<file path="config.mk">
export PLATFORM = sky130hd
export DESIGN_NAME = score_sequencer_flat
export DESIGN_NICKNAME = d
export VERILOG_FILES = /design/src/rtl/score_sequencer_if.sv /design/src/rtl/score_sequencer.sv /design/src/flat_wrapper.sv
export SDC_FILE = /design/constraint.sdc
export NUM_CORES = 1
export LEC_CHECK = 0
export CAP_MARGIN = 20
export CORE_ASPECT_RATIO = 1.25
export CORE_MARGIN = 2
export CORE_UTILIZATION = 35
export CTS_BUF_LIST = sky130_fd_sc_hd__clkbuf_16
export DETAILED_ROUTE_END_ITERATION = 16
export GPL_TIMING_DRIVEN = 0
export SYNTH_ARGS = -nofsm -noshare
export SYNTH_HDL_FRONTEND = slang
export SYNTH_SLANG_ARGS = --single-unit
export TNS_END_PERCENT = 10
</file>
<file path="constraint.sdc">
create_clock -name clk -period 6.4 [get_ports clk]
set_clock_uncertainty 0.05 [all_clocks]
set_input_delay 1.28 -clock clk [delete_from_list [all_inputs] [get_ports clk]]
set_output_delay 1.28 -clock clk [all_outputs]
set_load 0.01 [all_outputs]
</file>
<file path="src/rtl/score_sequencer_if.sv">
// Bundle between the beat/chart source and the score display for score_sequencer.
// The master side drives game state, beat ticks, notes and buttons; the slave side returns scoring results.
interface score_sequencer_if;
  logic [1:0]  current_state;
  logic        beat_tick;
  logic [1:0]  note;
  logic [1:0]  btn;
  logic [1:0]  hit_mask;
  logic [7:0]  combo;
  logic [7:0]  max_combo;
  logic [4:0]  multiplier;
  logic [15:0] score;
  logic        score_valid;
  logic        overrun;

  modport master (
    output current_state, beat_tick, note, btn,
    input  hit_mask, combo, max_combo, multiplier, score, score_valid, overrun
  );

  modport slave (
    input  current_state, beat_tick, note, btn,
    output hit_mask, combo, max_combo, multiplier, score, score_valid, overrun
  );
endinterface

</file>
<file path="src/rtl/score_sequencer.sv">
// Per-note scoring controller: opens a judgement window per beat, captures button rises,
// then updates combo/multiplier and applies one saturating score addition per note.
module score_sequencer #(
  parameter int WINDOW = 8
) (
  input logic clk,
  input logic rst,
  score_sequencer_if.slave bus
);

  localparam int CW = $clog2(WINDOW);

  typedef enum logic [1:0] {
    S_IDLE,
    S_WINDOW,
    S_JUDGE,
    S_UPDATE
  } state_t;

  state_t state, state_next;

  logic [CW-1:0] cnt;
  logic [1:0]    btn_prev;
  logic [1:0]    capture;
  logic [1:0]    note_l;
  logic [1:0]    judged;
  logic [1:0]    hit_mask_q;
  logic [7:0]    combo_q;
  logic [7:0]    max_combo_q;
  logic [4:0]    multiplier_q;
  logic [15:0]   score_q;
  logic          score_valid_q;
  logic          overrun_q;

  logic [1:0]    rise;
  logic [1:0]    masked;
  logic [7:0]    combo_new;
  logic [7:0]    combo_dec;
  logic [4:0]    mult_new;
  logic [1:0]    pop;
  logic [6:0]    add;
  logic [16:0]   sum;
  logic [15:0]   score_new;

  assign rise = bus.btn & ~btn_prev;

  always_ff @(posedge clk) begin
    if (rst) state <= S_IDLE;
    else     state <= state_next;
  end

  // Song select and the non-play states both force the FSM home; only play advances it.
  always_comb begin
    state_next = state;
    case (bus.current_state)
      2'd2: begin
        case (state)
          S_IDLE:   if (bus.beat_tick) state_next = S_WINDOW;
          S_WINDOW: if (cnt == CW'(WINDOW - 1)) state_next = S_JUDGE;
          S_JUDGE:  state_next = S_UPDATE;
          S_UPDATE: state_next = S_IDLE;
          default:  state_next = S_IDLE;
        endcase
      end
      default: state_next = S_IDLE;
    endcase
  end

  always_comb begin
    masked    = capture & note_l;
    combo_new = combo_q;
    if (note_l != 2'b00) begin
      if (masked == note_l) combo_new = (combo_q == 8'd255) ? 8'd255 : combo_q + 8'd1;
      else                  combo_new = 8'd0;
    end
    combo_dec = combo_new - 8'd1;
    mult_new  = (combo_new == 8'd0) ? 5'd1 : {1'b0, combo_dec[7:4]} + 5'd2;
    pop       = {1'b0, judged[0]} + {1'b0, judged[1]};
    add       = 7'({pop, 1'b0}) * 7'(multiplier_q);
    sum       = {1'b0, score_q} + {10'd0, add};
    score_new = sum[16] ? 16'hFFFF : sum[15:0];
  end

  // Datapath: outputs only change in play (judge/update) or are cleared on song select;
  // idle/game-over states abort any in-flight note without touching results.
  always_ff @(posedge clk) begin
    if (rst) begin
      cnt           <= '0;
      btn_prev      <= 2'b00;
      capture       <= 2'b00;
      note_l        <= 2'b00;
      judged        <= 2'b00;
      hit_mask_q    <= 2'b00;
      combo_q       <= 8'd0;
      max_combo_q   <= 8'd0;
      multiplier_q  <= 5'd1;
      score_q       <= 16'd0;
      score_valid_q <= 1'b0;
      overrun_q     <= 1'b0;
    end else begin
      btn_prev      <= bus.btn;
      score_valid_q <= 1'b0;
      if (bus.current_state == 2'd1) begin
        capture      <= 2'b00;
        hit_mask_q   <= 2'b00;
        combo_q      <= 8'd0;
        max_combo_q  <= 8'd0;
        multiplier_q <= 5'd1;
        score_q      <= 16'd0;
        overrun_q    <= 1'b0;
      end else if (bus.current_state == 2'd2) begin
        if (bus.beat_tick && state != S_IDLE) overrun_q <= 1'b1;
        case (state)
          S_IDLE: begin
            if (bus.beat_tick) begin
              note_l  <= bus.note;
              capture <= 2'b00;
              cnt     <= '0;
            end
          end
          S_WINDOW: begin
            capture <= capture | rise;
            cnt     <= cnt + CW'(1);
          end
          S_JUDGE: begin
            judged       <= masked;
            combo_q      <= combo_new;
            multiplier_q <= mult_new;
            if (combo_new > max_combo_q) max_combo_q <= combo_new;
          end
          S_UPDATE: begin
            hit_mask_q    <= judged;
            score_q       <= score_new;
            score_valid_q <= 1'b1;
          end
          default: ;
        endcase
      end
    end
  end

  assign bus.hit_mask    = hit_mask_q;
  assign bus.combo       = combo_q;
  assign bus.max_combo   = max_combo_q;
  assign bus.multiplier  = multiplier_q;
  assign bus.score       = score_q;
  assign bus.score_valid = score_valid_q;
  assign bus.overrun     = overrun_q;

endmodule

</file>
<file path="src/flat_wrapper.sv">
// flat-port wrapper written by rule: the top's interface ports become plain ports
module score_sequencer_flat 
#(
  parameter int WINDOW = 8
)
  (clk, rst, bus_current_state, bus_beat_tick, bus_note, bus_btn, bus_hit_mask, bus_combo, bus_max_combo, bus_multiplier, bus_score, bus_score_valid, bus_overrun);
  score_sequencer_if bus_i ();
  input logic clk;
  input logic rst;
  input wire logic [$bits(bus_i.current_state)-1:0] bus_current_state;
  input wire logic [$bits(bus_i.beat_tick)-1:0] bus_beat_tick;
  input wire logic [$bits(bus_i.note)-1:0] bus_note;
  input wire logic [$bits(bus_i.btn)-1:0] bus_btn;
  output wire logic [$bits(bus_i.hit_mask)-1:0] bus_hit_mask;
  output wire logic [$bits(bus_i.combo)-1:0] bus_combo;
  output wire logic [$bits(bus_i.max_combo)-1:0] bus_max_combo;
  output wire logic [$bits(bus_i.multiplier)-1:0] bus_multiplier;
  output wire logic [$bits(bus_i.score)-1:0] bus_score;
  output wire logic [$bits(bus_i.score_valid)-1:0] bus_score_valid;
  output wire logic [$bits(bus_i.overrun)-1:0] bus_overrun;
  assign bus_i.current_state = bus_current_state;
  assign bus_i.beat_tick = bus_beat_tick;
  assign bus_i.note = bus_note;
  assign bus_i.btn = bus_btn;
  assign bus_hit_mask = bus_i.hit_mask;
  assign bus_combo = bus_i.combo;
  assign bus_max_combo = bus_i.max_combo;
  assign bus_multiplier = bus_i.multiplier;
  assign bus_score = bus_i.score;
  assign bus_score_valid = bus_i.score_valid;
  assign bus_overrun = bus_i.overrun;
  score_sequencer #(.WINDOW(WINDOW)) u_core (.clk(clk), .rst(rst), .bus(bus_i));
endmodule
</file>
Word level (Yosys, flattened, before mapping)
Cells that the tools add are included.
{"block": "word_totals", "input_bits": 9, "output_inout_bits": 41, "wordCells": 68, "reg_bits": 54}
{"block": "classes", "n_mul": 1, "mux": 13, "addsub": 6, "n_eq_ne": 10, "n_reduce_logical": 18, "order_cmp": 1, "n_bitwise": 6}
{"operator": "$mux W8", "count": 3}
{"operator": "$add A16 B7 Y17", "count": 1}
{"operator": "$mux W16", "count": 1}
{"operator": "$reduce_and A3 Y1", "count": 3}
{"operator": "$add A8 B1 Y8 const B", "count": 1}
{"operator": "$eq A8 B8 Y1 const B", "count": 1}
{"operator": "$gt A8 B8 Y1", "count": 1}
{"operator": "$logic_not A8 Y1", "count": 1}
{"operator": "$pmux W2 S4", "count": 1}
{"operator": "$reduce_and A2 Y1", "count": 4}
{"operator": "$reduce_and A4 Y1", "count": 2}
{"operator": "$sub A8 B1 Y8 const B", "count": 1}
{"operator": "$eq A2 B2 Y1 const B", "count": 3}
{"operator": "$mul A2 B5 Y6", "count": 1}
{"operator": "$mux W2", "count": 3}
{"operator": "$pmux W3 S2", "count": 1}
{"operator": "$reduce_bool A2 Y1", "count": 3}
{"operator": "$add A4 B2 Y5 const B", "count": 1}
{"operator": "$mux W5", "count": 1}
{"operator": "$and A2 B2 Y2", "count": 2}
{"operator": "$eq A2 B1 Y1 const B", "count": 2}
{"operator": "$pmux W2 S2", "count": 1}
{"operator": "$reduce_or A2 Y1", "count": 2}
{"operator": "$add A3 B1 Y3 const B", "count": 1}
{"operator": "13 further kinds", "count": 14}

Depth between registers and ports, before layout
Gate-level depths: netlist of run 1.
{"block": "depth", "depth_word": 7, "ltp_mapped": 15, "ltp_nobuf": 14}

Least setup slack after synthesis of run 1
Ideal clock, no wire load.
{"block": "synth_timing", "path_type": "register to register", "start": "register u_core.judged[0]", "end": "register u_core.score_q[11], in the netlist u_core.bus.score[11]", "required_ps": 6272, "n_path_buf": 0, "setup_slack_ps": 3029, "stages_incl_launch_ff": 15, "setup_ps": 78, "period_less_slack_ps": 3371, "arrival_ps": 3243, "cell_sequence": "dfxtp_1 ha_1 and2_1 ha_1 fa_1 a21o_1 a21oi_1 xor2_1 ha_1 nor3_1 o21a_1 nor4_2 nand3_1 and4_1 nor3_1"}
{"block": "synth_via", "elab_chain_cells": 4}
{"element": "from (decl)", "line_no": "score_sequencer.sv:26", "text": "logic [1:0] judged;"}
{"element": "from (signal assigned)", "line_no": "score_sequencer.sv:126", "text": "judged <= masked;"}
{"element": "$add A1 B1 Y2", "line_no": "score_sequencer.sv:78", "text": "pop = {1'b0, judged[0]} + {1'b0, judged[1]};"}
{"element": "$mul A2 B5 Y6", "line_no": "score_sequencer.sv:79", "text": "add = 7'({pop, 1'b0}) * 7'(multiplier_q);"}
{"element": "$add A16 B7 Y17", "line_no": "score_sequencer.sv:80", "text": "sum = {1'b0, score_q} + {10'd0, add};"}
{"element": "$mux W16", "line_no": "score_sequencer.sv:81", "text": "score_new = sum[16] ? 16'hFFFF : sum[15:0];"}
{"element": "to (signal assigned)", "line_no": "score_sequencer.sv:133", "text": "score_q <= score_new;"}
{"element": "to (decl)", "line_no": "score_sequencer.sv:31", "text": "logic [15:0] score_q;"}
No other way between the ends.
A chain may end at the register's enable or synchronous reset.

Final worst setup path of run 1
Ends and elaborated chain as after synthesis.

==> flow_metrics.env, run 1 <==
export IMPL_grtUsageTotal_pct=15.7
export IMPL_syn_avg_cell_area_um2=8.64
export IMPL_crit_type="flip-flop to flip-flop"
export IMPL_grt_pass1_wl_um=12200
export IMPL_drt_pass1_iter_count=4
export IMPL_stdcell_count=542
export IMPL_synthArstFlopShare_pct=0
export IMPL_vias=2792
export IMPL_fin_nets=460
export IMPL_syn_inst=366
export IMPL_rsz0062_at_grt="no"
export IMPL_grt_overflow_total=0
export IMPL_critPathLaunchType="flip-flop"
export IMPL_tightest_slew_ps=870
export IMPL_synth_edf_count=0
export IMPL_peakVddDrop_mv=0.131
export IMPL_dp_cells=535
export IMPL_clk_latency_ps=290
export IMPL_hold_viol_final=0
export IMPL_report_final_slew_viol_count=0
export IMPL_total_power_mw=0.642
export IMPL_die_x_um=89.0
export IMPL_drive_above_1_share_pct=6.16
export IMPL_diodes=0
export IMPL_fillers=911
export IMPL_fp_dieH_um=110
export IMPL_gp_congestion=0.880
export IMPL_io_buffers=49
export IMPL_final_cell_mix="dfxtp_1 (54), clkdlybuf4s50_1 (49), a21oi_1 (42)"
export IMPL_critPathMaxFanout=7
export IMPL_max_stage_delay_ps=570
export IMPL_setup_viol=0
export IMPL_finalSetupTns_ps=0
export IMPL_start_util_pct=36.2
export IMPL_final_common_cell="dfxtp_1"
export IMPL_cts_sinks=54
export IMPL_syn_area_mm2=0.00316
export IMPL_dp_hpwl_um=5670
export IMPL_root_buffer="clkbuf_16"
export IMPL_crit_slowest_cell="nor4_2"
export IMPL_yosysTopAreaCell="dfxtp_1"
export IMPL_synth_distinct_cells=58
export IMPL_post_cts_resized=0
export IMPL_power_leakage_nw=1.51
export IMPL_cts_buffer_depth=2
export IMPL_placementRows=38
export IMPL_hp_class="flip-flop to flip-flop"
export IMPL_synth_top_cell_area_share_pct=34.2
export IMPL_synth_area_leaders="dfxtp_1 (34%), ha_1 (11%), a21oi_1 (6.6%)"
export IMPL_drtIter0Drc=94
export IMPL_routed_via_density=5.15
export IMPL_cpMostUsedCell="ha_1"
export IMPL_core_area_mm2=0.00875
export IMPL_end_kind="flip-flop"
export IMPL_dieArea_mm2=0.00982
export IMPL_wl_per_cell_um=13.6
export IMPL_holdBufCountCts=0
export IMPL_ys_ff_latch=54
export IMPL_cts_buffers=5
export IMPL_finalWirelength_um=7390
export IMPL_critPathArrivalTime_ps=3990
export IMPL_fmaxAchievable_mhz=261
export IMPL_layout_min_cycle_time_ps=3830
export IMPL_syn_num_nets=404
export IMPL_clk_pin_slew_ps=70
export IMPL_p_per_area_mw_per_mm2=163
export IMPL_post_cts_buffers=0
export IMPL_synth_flop_cell="dfxtp_1"
export IMPL_slew_headroom_pct=42.0
export IMPL_antenna_found_initial=0
export IMPL_maxCapViolCount=0
export IMPL_crit_chain="ha_1 > and2_1 > ha_1 > fa_1 > a21o_1 > a21oi_1 > xor2_1 > ha_1 > nor3_1 > o21a_1 > nor4_2 > nand3_1 > and4_1 > nor3_1"
export IMPL_pin_count=50
export IMPL_grt_max_degree=16
export IMPL_h_tree_depth=2
export IMPL_drc_errors=0
export IMPL_cp_required_ps=6570
export IMPL_final_antenna_net_count=0
export IMPL_yosys_warnings=0
export IMPL_outcome="finished clean"
export IMPL_cts_tree="built"
export IMPL_yosysSeqAreaShare_pct=34.2
export IMPL_grt_pass1_vias=2578
export IMPL_area_growth_pct=24.5
export IMPL_finalCritPeriodShare_pct=59.8
==> where the power goes <==
part	leakage (nW)	switching (mW)	internal, mW
combinational	1.00	0.0224	0.0144
clock	0.0694	0.124	0.142
sequential	0.436	0.00175	0.337
total	1.51	0.148	0.494
==> sequential cells by signal, indices dropped and copies added, names as in the netlist <==
register and flops:
u_core.note_l 2, u_core.bus.multiplier 5, u_core.bus.hit_mask 2, u_core.bus.combo 8, u_core.bus.max_combo 8, u_core.judged 2, u_core.bus.overrun 1, u_core.cnt 3
u_core.bus.score_valid 1, u_core.btn_prev 2, u_core.bus.score 16, u_core.capture 2, u_core.state 2
==> layout make-up <==
cell class | instances | area, um^2 | share of cell area [%]
clock inverters | 2 | 10.0 | 0.254
well taps | 120 | 150 | 3.81
multi-input cells | 277 | 1940 | 49.2
inverters | 20 | 75.1 | 1.91
flip-flops and latches | 54 | 1080 | 27.4
repair buffers | 49 | 490 | 12.5
clock buffers | 5 | 125 | 3.18
plain buffers | 15 | 70.1 | 1.78
==> critical path, delay by kind of cell (launching register included) <==
kind | cells | cell delay (ps)
flops | 1 | 330
fa+ha+maj | 4 | 1200
simple gates | 6 | 1550
compound gates | 3 | 480
xor+xnor | 1 | 170
==> cells in the mapped netlist, types with 8 or more instances <==
library cell / n
dfxtp_1: 54
nor2_1: 24
ha_1: 27
nand3_1: 19
and2_1: 12
nor3_1: 9
inv_1: 19
o21ai_0: 16
o31ai_1: 8
clkbuf_1: 10
a21oi_1: 42
nand2_1: 26
==> path summary, 6_finish.rpt <==
check / endpoint / slack [ps] / from / depth (start not counted)
hold / removal: u_core.bus.score[0]$_SDFFE_PP0P_ / 400 / u_core.bus.score[0]$_SDFFE_PP0P_ / 2
setup / recovery: u_core.bus.score[11]$_SDFFE_PP0P_ / 2570 / u_core.judged[0]$_SDFFE_PP0P_ / 14
hold reg to reg: u_core.bus.score[0]$_SDFFE_PP0P_ / 400 / u_core.bus.score[0]$_SDFFE_PP0P_ / 2
setup reg to reg: u_core.bus.score[11]$_SDFFE_PP0P_ / 2570 / u_core.judged[0]$_SDFFE_PP0P_ / 14
==> per-stage QoR <==
step / util [%] / hold WS, ps / instance area (um^2) / setup slack (ps)
global route: 45.0 / 438 / 3940 / 2180
finish: 45.0 / 400 / 3940 / 2570
CTS: 45.0 / 405 / 3940 / 2540
detailed placement: 43.5 / 395 / 3800 / 2570
floorplan: - / 399 / 3160 / 3030
global placement: 43.5 / 392 / 3800 / 2650
==> routing by layer <==
layer / wire length, um / global-route usage [%] / vias to the layer above
met5: 0 / 0 / -
met4: 162 / 5.44 / 0
li1: - / - / 1436
met2: 3490 / 25.8 / 45
met1: 3510 / 20.7 / 1296
met3: 228 / 2.83 / 15
==> kinds of logic after synthesis <==
kind of cell | synth area share [%]
AND/OR/NAND/NOR | 22.0
multiplexers | 1.90
XOR/XNOR | 2.77
AO/OA/AOI/OAI | 22.6
buffers and inverters | 4.59
adder cells (fa/ha/maj) | 11.9
flip-flops | 34.2
Power figures use the tool's default switching activity.
==> run 2: changes to the inputs <==
==> constraint.sdc (replaced) <==
create_clock -name clk -period 3.13 [get_ports clk]
set_clock_uncertainty 0.05 [all_clocks]
set_input_delay 0.626 -clock clk [delete_from_list [all_inputs] [get_ports clk]]
set_output_delay 0.626 -clock clk [all_outputs]
set_load 0.01 [all_outputs]
==> run 2 against run 1 <==
The run now ends with setup timing left. Utilization increased by 3.0 points. Sequential cell count unchanged. Sequential share of layout area decreased by 1.6 points. Count of clock-buffer cells in the layout unchanged. Combinational power increased by 110%. Clock power increased by 100%. Sequential power increased by 100%. Worst setup slack got worse by 2600 ps. Global-route usage increased by 0.48 points. Non-clock buffer count increased by 13. Via count increased by 2.5%. Critical path depth unchanged. Largest cell class unchanged.
==> flow_metrics.env, run 2 (same netlist as run 1, synthesis figures left out) <==
export IMPL_hold_viol_final=0
export IMPL_largest_reg_flops=16
export IMPL_drtIter0Drc=139
export IMPL_vias=2862
export IMPL_max_stage_delay_ps=360
export IMPL_grtUsageTotal_pct=16.2
export IMPL_r2r_cells=14
export IMPL_placementRows=38
export IMPL_diodes=0
export IMPL_final_antenna_net_count=0
export IMPL_drt_pass1_iter_count=4
export IMPL_core_area_mm2=0.00875
export IMPL_h_tree_depth=2
export IMPL_place_ws_ps=-472
export IMPL_p_per_area_mw_per_mm2=312
export IMPL_final_area_mm2=0.00421
export IMPL_rsz0062_at_grt="yes"
export IMPL_finalCritPeriodShare_pct=102
export IMPL_end_kind="flip-flop"
export IMPL_antenna_found_initial=0
export IMPL_gp_congestion=0.800
export IMPL_cpMostUsedCell="ha_4"
export IMPL_setup_viol=7
export IMPL_stdcell_count=555
export IMPL_pin_count=50
export IMPL_grt_pass1_vias=2655
export IMPL_layout_min_cycle_time_ps=3200
export IMPL_cp_required_ps=3280
export IMPL_cts_buffer_depth=2
export IMPL_crit_type="flip-flop to flip-flop"
export IMPL_root_buffer="clkbuf_16"
export IMPL_tightest_slew_ps=578
export IMPL_crit_chain="ha_4 > and2_4 > ha_4 > fa_2 > a21o_1 > a21oi_2 > xor2_1 > ha_2 > nor3_2 > o21a_1 > nor4_4 > buf_4 > a31oi_2 > a311oi_2"
export IMPL_critPathBufInv=1
export IMPL_min_from="u_core.bus.score[0]$_SDFFE_PP0P_"
export IMPL_critPathArrivalTime_ps=3350
export IMPL_dieArea_mm2=0.00982
export IMPL_final_common_cell="dfxtp_1"
export IMPL_grt_overflow_total=0
export IMPL_drc_errors=0
export IMPL_maxCapViolCount=0
export IMPL_drive_above_1_share_pct=14.3
export IMPL_grt_max_degree=16
export IMPL_clk_latency_ps=290
export IMPL_routed_via_density=5.16
export IMPL_wl_per_cell_um=13.9
export IMPL_report_final_slew_viol_count=0
export IMPL_cts_buffers=5
export IMPL_holdWs_ps=401
export IMPL_cts_sinks=54
export IMPL_clk_pin_slew_ps=70
export IMPL_slew_headroom_pct=61.5
export IMPL_io_buffers=49
export IMPL_area_growth_pct=33.0
export IMPL_cp_depth=14
export IMPL_fp_dieH_um=110
export IMPL_start_util_pct=36.2
export IMPL_fmaxAchievable_mhz=312
export IMPL_critPathMaxFanout=5
export IMPL_cp_top_family="adder cells"
export IMPL_min_path_cells=2
export IMPL_crit_path_start="u_core.judged[0]$_SDFFE_PP0P_"
export IMPL_grt_pass1_wl_um=12600
export IMPL_violations="setup timing"
export IMPL_outcome="finished, violations left"
export IMPL_critPathLaunchType="flip-flop"
export IMPL_worst_slack_ps=-71.4
export IMPL_dpl_cell_area_mm2=0.00382
export IMPL_final_cell_mix="dfxtp_1 (50), clkdlybuf4s50_1 (49), a21oi_1 (38)"
export IMPL_finalWirelength_um=7720
export IMPL_dp_hpwl_um=5560
export IMPL_peakVddDrop_mv=0.193
export IMPL_dp_cells=535
export IMPL_cts_tree="built"
export IMPL_die_x_um=89.0
export IMPL_reg2reg_from="u_core.judged[0]$_SDFFE_PP0P_"
export IMPL_fin_nets=473
export IMPL_hp_class="flip-flop to flip-flop"
export IMPL_power_leakage_nw=1.60
export IMPL_crit_slowest_cell="dfxtp_4"
[run 2: cell types whose count changed in the layout (fill, tap and decap cells not counted), moves of 2 or more]
cell,before,now
a21oi_1,42,38
buf_6,1,3
clkinv_2,2,0
a21oi_4,0,3
buf_4,1,13
a211oi_2,0,2
dfxtp_2,0,3
a211oi_1,6,4
dfxtp_1,54,50
ha_1,27,24
nand3_1,19,17
ha_4,0,2
[run 2: worst paths after layout]
kind,slack [ps],endpoint
worst min-delay path,400,u_core.bus.score[0]$_SDFFE_PP0P_
worst min register to register,400,u_core.bus.score[0]$_SDFFE_PP0P_
worst max register to register,-70,u_core.bus.score[12]$_SDFFE_PP0P_
worst max-delay path,-70,u_core.bus.score[12]$_SDFFE_PP0P_
[run 2: per-layer routing]
metal	track usage, %	share of wire, %	vias to the layer above
li1	-	-	1455
met2	27.2	49	53
met1	21.3	46	1345
met4	4.90	1.2	0
met3	2.46	3.7	9
met5	0	0	-
[run 2: what timing repair did]
action | in CTS | in global routing
gates cloned | 0 | 0
hold buffers | 0 | 0
pin swaps | 14 | 12
buffers inserted | 10 | 3
endpoints found under the setup margin | 24 | 22
gates resized for setup | 21 | 15
[run 2: report_power, final]
part / switching [mW] / internal, mW
Sequential: 0.00366 / 0.689
Combinational: 0.0479 / 0.0296
Clock: 0.252 / 0.290
[run 2: stage by stage]
| step | power, mW | setup TNS (ps) | util [%] |
|---|---|---|---|
| final | 1.31 | -272 | 48.1 |
| after global routing | 1.37 | -2080 | 48.1 |
| after CTS | 1.33 | -85.1 | 47.0 |
| after detailed placement | 0.785 | -6600 | 43.6 |
| after global placement | 0.784 | -6360 | 43.6 |
| after floorplan | 0.757 | -149 | - |
[run 2: cell type report]
| cell class | count | area (um^2) |
|---|---|---|
| flip-flops and latches | 54 | 1090 |
| repair buffers | 62 | 592 |
| plain buffers | 15 | 77.6 |
| clock inverters | 2 | 11.3 |
| clock buffers | 5 | 125 |
| fillers | 851 | 4540 |
| well taps | 120 | 150 |
| inverters | 20 | 75.1 |
| multi-input cells | 277 | 2090 |
[run 2: worst reg2reg max path: cells and delay by family (launching register included)]
family,cells,cell delay (ps)
adders and majority gates,4,990
xor gates and xnor gates,1,170
AOI/OAI and AO/OA,5,830
DFF,1,360
and+or+nand+nor,3,520
buffers and inverters,1,190
==> run 3: changes to the inputs <==
--- a/config.mk
+++ b/config.mk
@@ -5,7 +5,7 @@
 export SDC_FILE = /design/constraint.sdc
 export NUM_CORES = 1
 export LEC_CHECK = 0
-export CAP_MARGIN = 20
+export CAP_MARGIN = 10
 export CORE_ASPECT_RATIO = 1.25
 export CORE_MARGIN = 2
 export CORE_UTILIZATION = 35
==> results of run 3 <==
The final DEF is identical to that of run 2; final timing and power are the same.
